### src/rtl/ps2_types.sv
// Receiver state encoding and PS/2 frame geometry shared by the receiver and its bench.
package ps2_types;

  localparam int DATA_BITS  = 8;
  localparam int FRAME_BITS = 11;

  typedef enum logic [1:0] {
    ST_IDLE,
    ST_DATA,
    ST_PARITY,
    ST_STOP
  } rx_state_t;

endpackage

### src/rtl/ps2_sync_filter.sv
// Two-flop synchroniser plus persistence filter and falling-edge strobe for one raw PS/2 line.
// filt_o follows raw_i 2 + FILTER_CYCLES cycles late; fall_o is high in the first cycle filt_o reads low.
module ps2_sync_filter #(
  parameter int FILTER_CYCLES = 8
) (
  input  logic clock,
  input  logic reset,
  input  logic raw_i,
  output logic filt_o,
  output logic fall_o
);

  localparam int CNT_W = (FILTER_CYCLES > 1) ? $clog2(FILTER_CYCLES) : 1;

  logic             meta_q;
  logic             sync_q;
  logic             filt_q, filt_d;
  logic             fall_q, fall_d;
  logic [CNT_W-1:0] cnt_q, cnt_d;

  // cnt_q counts consecutive samples that disagree with the accepted level.
  always_comb begin
    filt_d = filt_q;
    fall_d = 1'b0;
    cnt_d  = '0;
    if (sync_q != filt_q) begin
      if (cnt_q == CNT_W'(FILTER_CYCLES - 1)) begin
        filt_d = sync_q;
        fall_d = ~sync_q;
      end else begin
        cnt_d = cnt_q + 1'b1;
      end
    end
  end

  always_ff @(posedge clock or posedge reset) begin
    if (reset) begin
      meta_q <= 1'b1;
      sync_q <= 1'b1;
      filt_q <= 1'b1;
      fall_q <= 1'b0;
      cnt_q  <= '0;
    end else begin
      meta_q <= raw_i;
      sync_q <= meta_q;
      filt_q <= filt_d;
      fall_q <= fall_d;
      cnt_q  <= cnt_d;
    end
  end

  assign filt_o = filt_q;
  assign fall_o = fall_q;

endmodule

### src/rtl/ps2_receiver.sv
// PS/2 device-to-host frame receiver; code/error strobes one cycle after the stop-bit edge is detected.
// No backpressure: each frame yields exactly one ps2_code_new or one ps2_error pulse.
module ps2_receiver
  import ps2_types::*;
#(
  parameter int CLK_HZ         = 50_000_000,
  parameter int FILTER_CYCLES  = 8,
  parameter int TIMEOUT_CYCLES = CLK_HZ / 10_000
) (
  input  logic       clock,
  input  logic       reset,
  input  logic       ps2_clock,
  input  logic       ps2_data,
  output logic [7:0] ps2_code,
  output logic       ps2_code_new,
  output logic       ps2_error
);

  localparam int TO_W = $clog2(TIMEOUT_CYCLES + 1);

  logic                 clk_filt;
  logic                 clk_fall;
  logic                 data_meta_q;
  logic                 data_sync_q;

  rx_state_t            state_q, state_d;
  logic [DATA_BITS-1:0] shift_q, shift_d;
  logic [2:0]           bit_cnt_q, bit_cnt_d;
  logic                 parity_q, parity_d;
  logic [TO_W-1:0]      to_cnt_q, to_cnt_d;
  logic [7:0]           code_q, code_d;
  logic                 code_new_q, code_new_d;
  logic                 error_q, error_d;

  ps2_sync_filter #(
    .FILTER_CYCLES(FILTER_CYCLES)
  ) u_clk_filter (
    .clock  (clock),
    .reset  (reset),
    .raw_i  (ps2_clock),
    .filt_o (clk_filt),
    .fall_o (clk_fall)
  );

  always_comb begin
    state_d    = state_q;
    shift_d    = shift_q;
    bit_cnt_d  = bit_cnt_q;
    parity_d   = parity_q;
    code_d     = code_q;
    code_new_d = 1'b0;
    error_d    = 1'b0;

    // Measures how long the bus clock has sat high inside a frame; saturates at the limit.
    if (state_q == ST_IDLE || clk_fall) begin
      to_cnt_d = '0;
    end else if (clk_filt && to_cnt_q != TO_W'(TIMEOUT_CYCLES)) begin
      to_cnt_d = to_cnt_q + 1'b1;
    end else begin
      to_cnt_d = to_cnt_q;
    end

    if (clk_fall) begin
      case (state_q)
        ST_IDLE: begin
          if (!data_sync_q) begin
            state_d   = ST_DATA;
            bit_cnt_d = '0;
          end
        end
        ST_DATA: begin
          shift_d[bit_cnt_q] = data_sync_q;
          if (bit_cnt_q == 3'(DATA_BITS - 1)) begin
            state_d = ST_PARITY;
          end else begin
            bit_cnt_d = bit_cnt_q + 1'b1;
          end
        end
        ST_PARITY: begin
          parity_d = data_sync_q;
          state_d  = ST_STOP;
        end
        ST_STOP: begin
          if (data_sync_q && ((^shift_q) ^ parity_q)) begin
            code_d     = shift_q;
            code_new_d = 1'b1;
          end else begin
            error_d = 1'b1;
          end
          state_d = ST_IDLE;
        end
      endcase
    end else if (state_q != ST_IDLE && to_cnt_q == TO_W'(TIMEOUT_CYCLES)) begin
      error_d   = 1'b1;
      state_d   = ST_IDLE;
      shift_d   = '0;
      bit_cnt_d = '0;
    end
  end

  always_ff @(posedge clock or posedge reset) begin
    if (reset) begin
      data_meta_q <= 1'b1;
      data_sync_q <= 1'b1;
      state_q     <= ST_IDLE;
      shift_q     <= '0;
      bit_cnt_q   <= '0;
      parity_q    <= 1'b0;
      to_cnt_q    <= '0;
      code_q      <= 8'h00;
      code_new_q  <= 1'b0;
      error_q     <= 1'b0;
    end else begin
      data_meta_q <= ps2_data;
      data_sync_q <= data_meta_q;
      state_q     <= state_d;
      shift_q     <= shift_d;
      bit_cnt_q   <= bit_cnt_d;
      parity_q    <= parity_d;
      to_cnt_q    <= to_cnt_d;
      code_q      <= code_d;
      code_new_q  <= code_new_d;
      error_q     <= error_d;
    end
  end

  assign ps2_code     = code_q;
  assign ps2_code_new = code_new_q;
  assign ps2_error    = error_q;

endmodule
### config.mk
export PLATFORM = sky130hd
export DESIGN_NAME = ps2_receiver
export DESIGN_NICKNAME = d
export VERILOG_FILES = /design/src/rtl/ps2_types.sv /design/src/rtl/ps2_sync_filter.sv /design/src/rtl/ps2_receiver.sv
export SDC_FILE = /design/constraint.sdc
export NUM_CORES = 1
export LEC_CHECK = 0
export ABC_AREA = 1
export BUFFER_PORTS_ARGS = -buffer_cell sky130_fd_sc_hd__clkbuf_2
export CAP_MARGIN = 10
export CORE_MARGIN = 10
export CORE_UTILIZATION = 40
export DETAILED_ROUTE_END_ITERATION = 8
export HOLD_SLACK_MARGIN = 0.02
export PLACE_DENSITY = 0.57
export SLEW_MARGIN = 0
export SYNTH_ARGS = -nofsm -noshare
export SYNTH_HDL_FRONTEND = slang
export SYNTH_SLANG_ARGS = --single-unit
### constraint.sdc
create_clock -name clock -period 2.3 [get_ports clock]
set_input_delay 0.23 -clock clock [delete_from_list [all_inputs] [get_ports clock]]
set_output_delay 0.23 -clock clock [all_outputs]
set_load 0.05 [all_outputs]
==> Word-level counts from Yosys, hierarchy flattened <==
Cells that the tools add are included.
{ "classes": {"n_lt_le_gt_ge": 2, "mux": 29, "n_reduce_logical": 16, "n_bitwise": 2, "addsub": 3, "eq_ne": 13} }
{ "op_table": {"columns": ["cell", "n"], "rows": [
  ["2-to-1 mux 13 bit", 2],
  ["2-to-1 mux 8 bit", 3],
  ["2-to-1 mux 3 bit", 6],
  ["adder 13 x 1 -> 13 bit (second input constant)", 1],
  ["equality test 13 bit (second input constant)", 1],
  ["inequality test 13 bit (second input constant)", 1],
  ["inequality test 3 bit (second input constant)", 4],
  ["2-to-1 mux 1 bit", 10],
  ["bitwise mux 8 bit", 1],
  ["2-to-1 mux 2 bit", 4],
  ["one-hot mux 2 bit (4 select lines)", 1],
  ["parity 8 bit", 1],
  ["adder 3 x 1 -> 3 bit (second input constant)", 2],
  ["equality test 3 bit (second input constant)", 2],
  ["one-hot mux 3 bit (2 select lines)", 1],
  ["AND reduction 2 bit", 3],
  ["AND reduction 3 bit", 2],
  ["nonzero test 2 bit", 3],
  ["equality test 2 bit (second input constant)", 2],
  ["logical AND 1 bit", 4],
  ["< comparator 3 x 4 -> 1 bit (second input constant)", 1],
  ["AND reduction 4 bit", 1],
  ["demux 1 bit (select 3 bit)", 1],
  [">= comparator 3 x 1 -> 1 bit (second input constant)", 1],
  ["other kinds (7)", 7]
]} }
{ "totals": {"ff_bits": 46, "in_bits": 4, "wordCells": 80} }

==> Longest topological paths before layout <==
Gate-level depths: netlist of the first run.
{ "logic_depth": {"ltp_word": 7, "mapped_depth": 12, "mapped_depth_nobuf": 12} }

==> By module <==
Synthesis of the first run repeated with hierarchy kept, for this count alone.
{ "hier_totals": {"cells_unflattened": 336, "hier_area_um2": 2588.7} }
{ "by_module_without_submodules": {"columns": ["mod", "area_each_um2", "n_inst", "cells_per_inst", "seq_area_each_um2"], "rows": [
  ["ps2_receiver", 2321.0, 1, 311, 978.4],
  ["ps2_sync_filter", 267.8, 1, 25, 178.9]
]} }

==> Least setup slack after synthesis of the first run <==
OpenSTA, ideal clock, no wires.
{ "synth_timing": {"kind": "flip-flop to flip-flop", "from": "register state_q[0]", "to": "register to_cnt_q[12]", "arrival_time_ns": 1.490, "period_less_slack_ns": 1.608, "path_buffers": 1, "setup_time_ns": 0.118, "path_stages_with_launch": 10, "slack_ns": 0.692, "required_ns": 2.182, "path_cell_list": "dfrtp_1 inv_1 ha_1 nor2_8 nand3_2 nor3_4 a21oi_2 buf_2 nand3b_1 nand2_1"} }
{ "synth_via": {"elab_chain_len": 3, "elab_cells_between_ends": 4, "classes_between": "mux: 1; reduce/logical: 3"} }
{ "synth_lines": {"columns": ["element", "line_no", "text"], "rows": [
  ["from (decl)", "ps2_receiver.sv:26", "rx_state_t state_q, state_d;"],
  ["from (signal assigned)", "ps2_receiver.sv:116", "state_q <= state_d;"],
  ["logical NOT 2 bit *", "ps2_receiver.sv:55", "if (state_q == ST_IDLE || clk_fall) begin"],
  ["logical OR 1 bit *", "ps2_receiver.sv:55", null],
  ["2-to-1 mux 13 bit or nonzero test 2 bit (tied branches)", null, null],
  ["to (signal assigned)", "ps2_receiver.sv:120", "to_cnt_q <= to_cnt_d;"],
  ["to (decl)", "ps2_receiver.sv:30", "logic [TO_W-1:0] to_cnt_q, to_cnt_d;"]
]} }
Every way passes the cells marked *; elsewhere a longest branch is shown, timed or not.
A chain may end at the register's enable or synchronous reset.

==> Worst setup path after layout of the first run <==
{ "layout_timing": {"from": "register state_q[1]", "to": "register shift_q[2]"} }
{ "layout_via": {"elab_chain_len": 4, "elab_cells_between_ends": 6, "classes_between": "eq/ne: 2; reduce/logical: 4"} }
{ "layout_lines": {"columns": ["element", "line_no", "text"], "rows": [
  ["nonzero test 2 bit", "ps2_receiver.sv:93", "end else if (state_q != ST_IDLE && to_cnt_q == TO_W'(TIMEOUT_CYCLES)) begin"],
  ["logical AND 1 bit", "ps2_receiver.sv:93", null],
  ["nonzero test 2 bit (no source line)", null, null],
  ["AND reduction 2 bit (no source line) *", null, null],
  ["to (signal assigned)", "ps2_receiver.sv:117", "shift_q <= shift_d;"],
  ["to (decl)", "ps2_receiver.sv:27", "logic [DATA_BITS-1:0] shift_q, shift_d;"]
]} }
Marked as above.

==> results.cfg, run 1 <==
[setup_path]
critPathKind = flop to flop
worst_ep_arrival_time_ns = 2.14
setup.worst_path.start_class = flop
rrSetupSlack_ns = 0.40
crit_start = state_q[1]
cp.required_ns = 2.54
timing.rr.end = shift_q[2]
cp_cell_sequence = inv_1 -> ha_1 -> nor2_8 -> nand3_2 -> nor3_4 -> inv_2 -> nand2_4 -> nand3_2 -> clkinv_2 -> nand2_1 -> nand2_1
r2r_start = state_q[1]
cp_max_fo = 15
cp-end-kind = flop
slowest_stage = dfrtp_1
slowest_delay_ns = 0.43
reg2regPathDepth = 11

[timing]
fmax_mhz = 525.6
rsz0062_at_grt = no
period_needed_ns = 1.903
finalHoldViolations = 0
report.final.slew_viol_count = 0
setup_tns_ns = 0
fin_crit_sh_pct = 82.72
slew-limit-headroom_pct = 71.56
max_slew.worst_pin.slew_ns = 0.4266
finalSetupViolCount = 0
finClkSkew_ns = 0.004850

[job]
maxCapViolCount = 0

[synth]
yosysTopAreaCell = dfrtp_1
synthCells = 332
syn_area_sq_mm = 0.002576
synth.area.top_cells = dfrtp_1 (40%), nand2_1 (18%), inv_1 (5.5%), dfstp_2 (5.1%), ha_1 (4.9%)
synth_commonest_cells = nand2_1 (121), dfrtp_1 (41), inv_1 (38)
synth_ff_type = dfrtp_1
syn-num-nets = 346
ys_ff_latch = 46
postSynthAreaPerCell_sq_um = 7.760
synth_most_common_cell = nand2_1
yosysUniqueCellTypes = 33
synth_top_area_share_pct = 39.83
async_flop_share_pct = 100.0
ys_seq_area_share_pct = 44.92
synth_edf_count = 0
yosys_warnings = 0

[global_routing]
grt_pass1_wl_microns = 8963
antenna_found_initial = 0
met1_usage_pct = 14.07
grtUsageMet3_pct = 2.885
track_usage_pct = 10.62
grt_pass1_vias = 1951
grt-busiest-layer = met2
grt_max_degree = 20
grt_remaining_overflow = 0
met2_usage_pct = 16.42

[cts]
post-cts-setup-buffers = 0
cts_sinks = 46
cts_tree = built
clk_pin_slew_ns = 0.09
clock_path_buffers = 2
cts_made_buffers = 5
clk_latency_ns = 0.30
clock-root-buffer = clkbuf_8
ctsHtreeMaxLevel = 2

[drt]
drc = 0
wirelength_microns = 4947
first_pass_iters = 4
vias_per_cell = 4.768
dr.first_iter.drc_count = 92
vias = 2055
wl_per_cell_microns = 11.48
ant_nets = 0

[min_path]
hold_start = u_clk_filter.meta_q
hold_depth = 0
min_to = u_clk_filter.sync_q
hold_path.class = flop to flop

[final_layout]
seqCellArea_sq_mm = 0.001157
diodes = 0
filler_cell_count = 649
multi_input_area_sq_mm = 0.001229
final_util_pct = 45.44
finalNetCount = 367
syn2layout_area_growth_pct = 11.36
layout-drive-gt1-share_pct = 12.15

[floorplanning]
rows = 29
fp.dieH_microns = 100.3
start_util_pct = 40.80
num_io_pins = 14
die_x_microns = 100.3
die-area_sq_mm = 0.01005
core_sq_mm = 0.006314

[run_status]
status = completed

[pwr]
leakagePower_nw = 1.445
ir_drop_mv = 0.3553
p_per_area_mw_per_mm2 = 541.0

[placement]
post-dp-hpwl_microns = 3857
port_buffers = 13
place_congestion = 0.8002
per-stage QoR:
stage / power, mW / std cells / hold slack [ns] / setup slack (ns) / instance area (sq um)
after CTS: 1.581 / 431 / 0.3606 / 0.3917 / 2869
after global placement: 0.9620 / 420 / 0.2301 / 0.4748 / 2729
after floorplan: 0.9396 / 332 / 0.2345 / 0.6915 / 2576
after global routing: 1.631 / 431 / 0.3652 / 0.1415 / 2869
after detailed placement: 0.9680 / 420 / 0.2324 / 0.4124 / 2729
final: 1.552 / 431 / 0.3589 / 0.3974 / 2869
report_power, final:
| part | internal (mW) | total (mW) | switching, mW |
|---|---|---|---|
| clock network | 0.324 | 0.602 | 0.278 |
| registers | 0.847 | 0.866 | 0.0185 |
| logic | 0.0324 | 0.0840 | 0.0516 |
| total | 1.20 | 1.55 | 0.348 |
area by class of cell:
cell class,instances,area share [%]
clock buffer,6,2.529
clock inverter,2,1.308
inverter,42,5.539
multi-input combinational,239,42.83
sequential,46,40.34
tap,77,3.358
timing repair buffer,19,4.099
timing repair:
action | 4_1_cts | 5_1_grt
endpoints found under the hold margin | 19 | 0
gates resized for setup | 0 | 0
hold buffers | 3 | 0
metal layers:
| layer | vias up | share of wire [%] |
|---|---|---|
| li1 | 1105 | - |
| met1 | 913 | 51 |
| met2 | 32 | 43 |
| met4 | 0 | 1.2 |
| met5 | - | 0 |
| met3 | 5 | 4.6 |
kinds of logic after synthesis:
| group | Yosys count | synth area share [%] |
|---|---|---|
| simple gates | 190 | 33.66 |
| buf+inv | 47 | 7.382 |
| flops | 46 | 44.92 |
| compound gates | 32 | 6.799 |
| fa+ha+maj | 10 | 4.857 |
| xor+xnor | 7 | 2.380 |
state kept, by name, indices dropped and copies added, names as in the netlist:
signal	cells
to_cnt_q	13
ps2_code	8
shift_q	8
bit_cnt_q	3
u_clk_filter.cnt_q	3
state_q	2
data_meta_q	1
data_sync_q	1
parity_q	1
ps2_code_new	1
ps2_error	1
u_clk_filter.fall_o	1
u_clk_filter.filt_o	1
u_clk_filter.meta_q	1
u_clk_filter.sync_q	1
worst max-delay path: cells and delay by family, from the launching register on:
family                   cells  cell delay, ns
AND/OR/NAND/NOR              7            0.85
adder cells (fa/ha/maj)      1            0.26
buffers and inverters        3            0.30
flip-flops                   1            0.43
layout by cell type, fill, tap and decap left out, types with 2 or more instances in the layout:
master         Yosys  routed
nand3_1           17      17
inv_2              2       3
ha_1              10      10
buf_4              1       3
inv_1             38      37
a21oi_1            2       2
dlygate4sd3_1      0       3
nor3_1            13      13
nand3_2            2       2
nand4_1           12      12
nand2_1          121     121
nor2_1            13      13
clkbuf_8           0       5
o21ai_2            2       2
o21ai_1            7       7
clkbuf_2           0      13
o21ai_0           19      19
dfstp_2            5       5
nand3b_1           6       6
dfrtp_1           41      41
xor2_1             6       6
worst max path at each step:
stage                   endpoint  cells after the start
global placement      shift_q[2]                     11
floorplan           to_cnt_q[12]                      9
global route          shift_q[0]                     11
CTS                   shift_q[2]                     11
finish                shift_q[2]                     11
detailed placement    shift_q[2]                     11
No activity file was read; power rests on OpenSTA's default activity.
==> run 2: changes to the inputs <==
--- a/config.mk
+++ b/config.mk
@@ -5,14 +5,14 @@
 export SDC_FILE = /design/constraint.sdc
 export NUM_CORES = 1
 export LEC_CHECK = 0
-export ABC_AREA = 1
+export ABC_AREA = 0
 export BUFFER_PORTS_ARGS = -buffer_cell sky130_fd_sc_hd__clkbuf_2
 export CAP_MARGIN = 10
 export CORE_MARGIN = 10
 export CORE_UTILIZATION = 40
 export DETAILED_ROUTE_END_ITERATION = 8
 export HOLD_SLACK_MARGIN = 0.02
-export PLACE_DENSITY = 0.57
+export PLACE_DENSITY = 0.59
 export SLEW_MARGIN = 0
 export SYNTH_ARGS = -nofsm -noshare
 export SYNTH_HDL_FRONTEND = slang
==> constraint.sdc (replaced) <==
create_clock -name clock -period 1.5 [get_ports clock]
set_input_delay 0.15 -clock clock [delete_from_list [all_inputs] [get_ports clock]]
set_output_delay 0.15 -clock clock [all_outputs]
set_load 0.05 [all_outputs]
==> results.cfg, run 2 <==
[run_status]
status = finished with violations
violations = negative setup slack

[setup_path]
crit_family = simple AND/OR/NAND/NOR gates
setup.worst_path.start_class = flop
critPathKind = flop to flop
cp-end-kind = flop
cp_cell_sequence = inv_2 -> ha_4 -> or4bb_1 -> or4_4 -> a22o_1 -> a22o_1
crit_path_frequent_cell = a22o_1
worst_ep_arrival_time_ns = 2.23
cp.required_ns = 1.69
slowest_delay_ns = 0.48
slowest_stage = or4_4
path_buf_inv = 1
cp_max_fo = 7

[placement]
dp_slack_ns = -0.5557
port_buffers = 13
place_congestion = 0.7559
place_area_sq_mm = 0.002967
post-dp-hpwl_microns = 3617

[timing]
period_needed_ns = 2.049
fin_crit_sh_pct = 136.6
finClkSkew_ns = 0.006977
slew-limit-headroom_pct = 72.91
setup_tns_ns = -10.48
rsz0062_at_grt = yes
report.final.slew_viol_count = 0
layout_setup_ws_ns = -0.5488
fmax_mhz = 488.1
finalHoldViolations = 0
max_slew.worst_pin.slew_ns = 0.4057
finalSetupViolCount = 29

[drt]
ant_nets = 0
vias = 1827
drc = 0
first_pass_iters = 6
wirelength_microns = 5048
dr.first_iter.drc_count = 58
vias_per_cell = 4.992
wl_per_cell_microns = 13.79

[floorplanning]
die_x_microns = 96.73
start_util_pct = 41.99
rows = 27
die-area_sq_mm = 0.009356
fp.dieH_microns = 96.73
core_sq_mm = 0.005608
num_io_pins = 14

[cts]
clk_pin_slew_ns = 0.09
cts_made_buffers = 5
clock-root-buffer = clkbuf_8
ctsHtreeMaxLevel = 2
cts_sinks = 46
cts_tree = built
clk_latency_ns = 0.30
clock_path_buffers = 2

[final_layout]
largest_reg_flops = 13
final_common_cell = buf_4
design_area_sq_mm = 0.003238
filler_cell_count = 501
final_cell_mix = buf_4 (51), dfrtp_1 (41), nand2_1 (18)
finalNetCount = 307
syn2layout_area_growth_pct = 37.51
top_register = to_cnt_q
seqCellArea_sq_mm = 0.001157
layout-drive-gt1-share_pct = 40.14
diodes = 0
multi_input_area_sq_mm = 0.001284

[synth]
yosysTopAreaCell = dfrtp_1
synth_commonest_cells = dfrtp_1 (41), nand2_1 (18), nand3_1 (17)
postSynthAreaPerCell_sq_um = 10.75
synth.area.top_cells = dfrtp_1 (44%), dfstp_2 (5.6%), ha_1 (5.3%), mux2_2 (4.8%), xnor2_1 (4.1%)
ys_ff_latch = 46
synth_ff_type = dfrtp_1
synth_most_common_cell = dfrtp_1
synthCells = 219
yosysUniqueCellTypes = 43
synth_top_area_share_pct = 43.57
ys_seq_area_share_pct = 49.15
yosys_warnings = 0
syn-num-nets = 233
syn_area_sq_mm = 0.002355
synth_edf_count = 0
async_flop_share_pct = 100.0

[global_routing]
antenna_found_initial = 0
grt_max_degree = 30
grt_pass1_vias = 1803
track_usage_pct = 10.36
grt_remaining_overflow = 0
grt_pass1_wl_microns = 8369

[pwr]
ir_drop_mv = 0.7210
cellInternalPower_mw = 2.127
p_per_area_mw_per_mm2 = 934.6
total_power_mw = 3.026
clock_power_share_pct = 25.9
power_frac_comb_pct = 28.4
p_sw_mw = 0.8996
leakagePower_nw = 1.567
swShare_pct = 29.73
power_frac_seq_pct = 45.7

[min_path]
hold_path.class = flop to flop

[job]
maxCapViolCount = 0
-- run 2: cell types whose count changed after synthesis, sizes merged, moves of 5 or more --
cell,delta
a22o,+10
clkbuf,+5
inv,-29
mux2,+10
nand2,-105
nand4,-11
nor3,-10
o21ai,-22
xnor2,+10
-- run 2: final timing paths --
path / startpoint / endpoint / slack, ns / cells past startpoint
min in group asynchronous: reset / to_cnt_q[10] / 0.37 / 3
min reg2reg: u_clk_filter.meta_q / u_clk_filter.sync_q / 0.36 / 0
max reg2reg: state_q[0] / shift_q[1] / -0.55 / 6
max in group asynchronous: reset / u_clk_filter.meta_q / 0.58 / 4
max: state_q[0] / shift_q[1] / -0.55 / 6
min: u_clk_filter.meta_q / u_clk_filter.sync_q / 0.36 / 0
-- run 2: cells by family after synthesis --
kind of cell	share of synthesized area, %
AOI/OAI and AO/OA	10.73
xor gates and xnor gates	7.120
adders and majority gates	5.313
buffers and inverters	3.188
DFF	49.15
muxes	5.792
and+or+nand+nor	18.70
-- run 2: power by group through the flow --
stage	clock (mW)	combinational, mW	sequential (mW)
floorplan	0	0.368	1.43
global placement	0	0.690	1.40
detailed placement	0	0.700	1.40
CTS	0.803	0.774	1.38
global route	0.852	0.962	1.39
finish	0.782	0.860	1.38
-- run 2: repair_timing --
| item | CTS | global route |
|---|---|---|
| hold buffers | 3 | 0 |
| resized for setup | 11 | 16 |
| setup buffers | 2 | 4 |
| endpoints found under the hold margin | 17 | 0 |
| setup endpoints to repair | 31 | 32 |
| pin swaps | 4 | 9 |
-- run 2: cell type report --
cell class | instances | area share, %
multi-input combinational | 155 | 39.64
sequential | 46 | 35.74
timing repair buffer | 74 | 17.74
tap | 72 | 2.782
clock inverter | 1 | 0.1546
inverter | 11 | 1.275
clock buffer | 7 | 2.666
-- run 2: metrics by stage --
stage                     util, %  hold slack, ns  instances
final                       57.74          0.3615        366
after global routing        57.74          0.3665        366
after CTS                   56.09          0.3624        363
after detailed placement    52.90          0.1479        351
after global placement      52.90          0.1444        351
after floorplan                 -          0.1545        219
-- run 2: metal layers --
layer	part of all wire (%)	GRT usage (%)	vias up	wire length (microns)
met2	52	17.89	25	2602
met5	0	0	-	0
met4	0.48	3.044	0	24
met3	3.9	3.123	4	195
met1	44	12.00	875	2225
li1	-	-	923	-
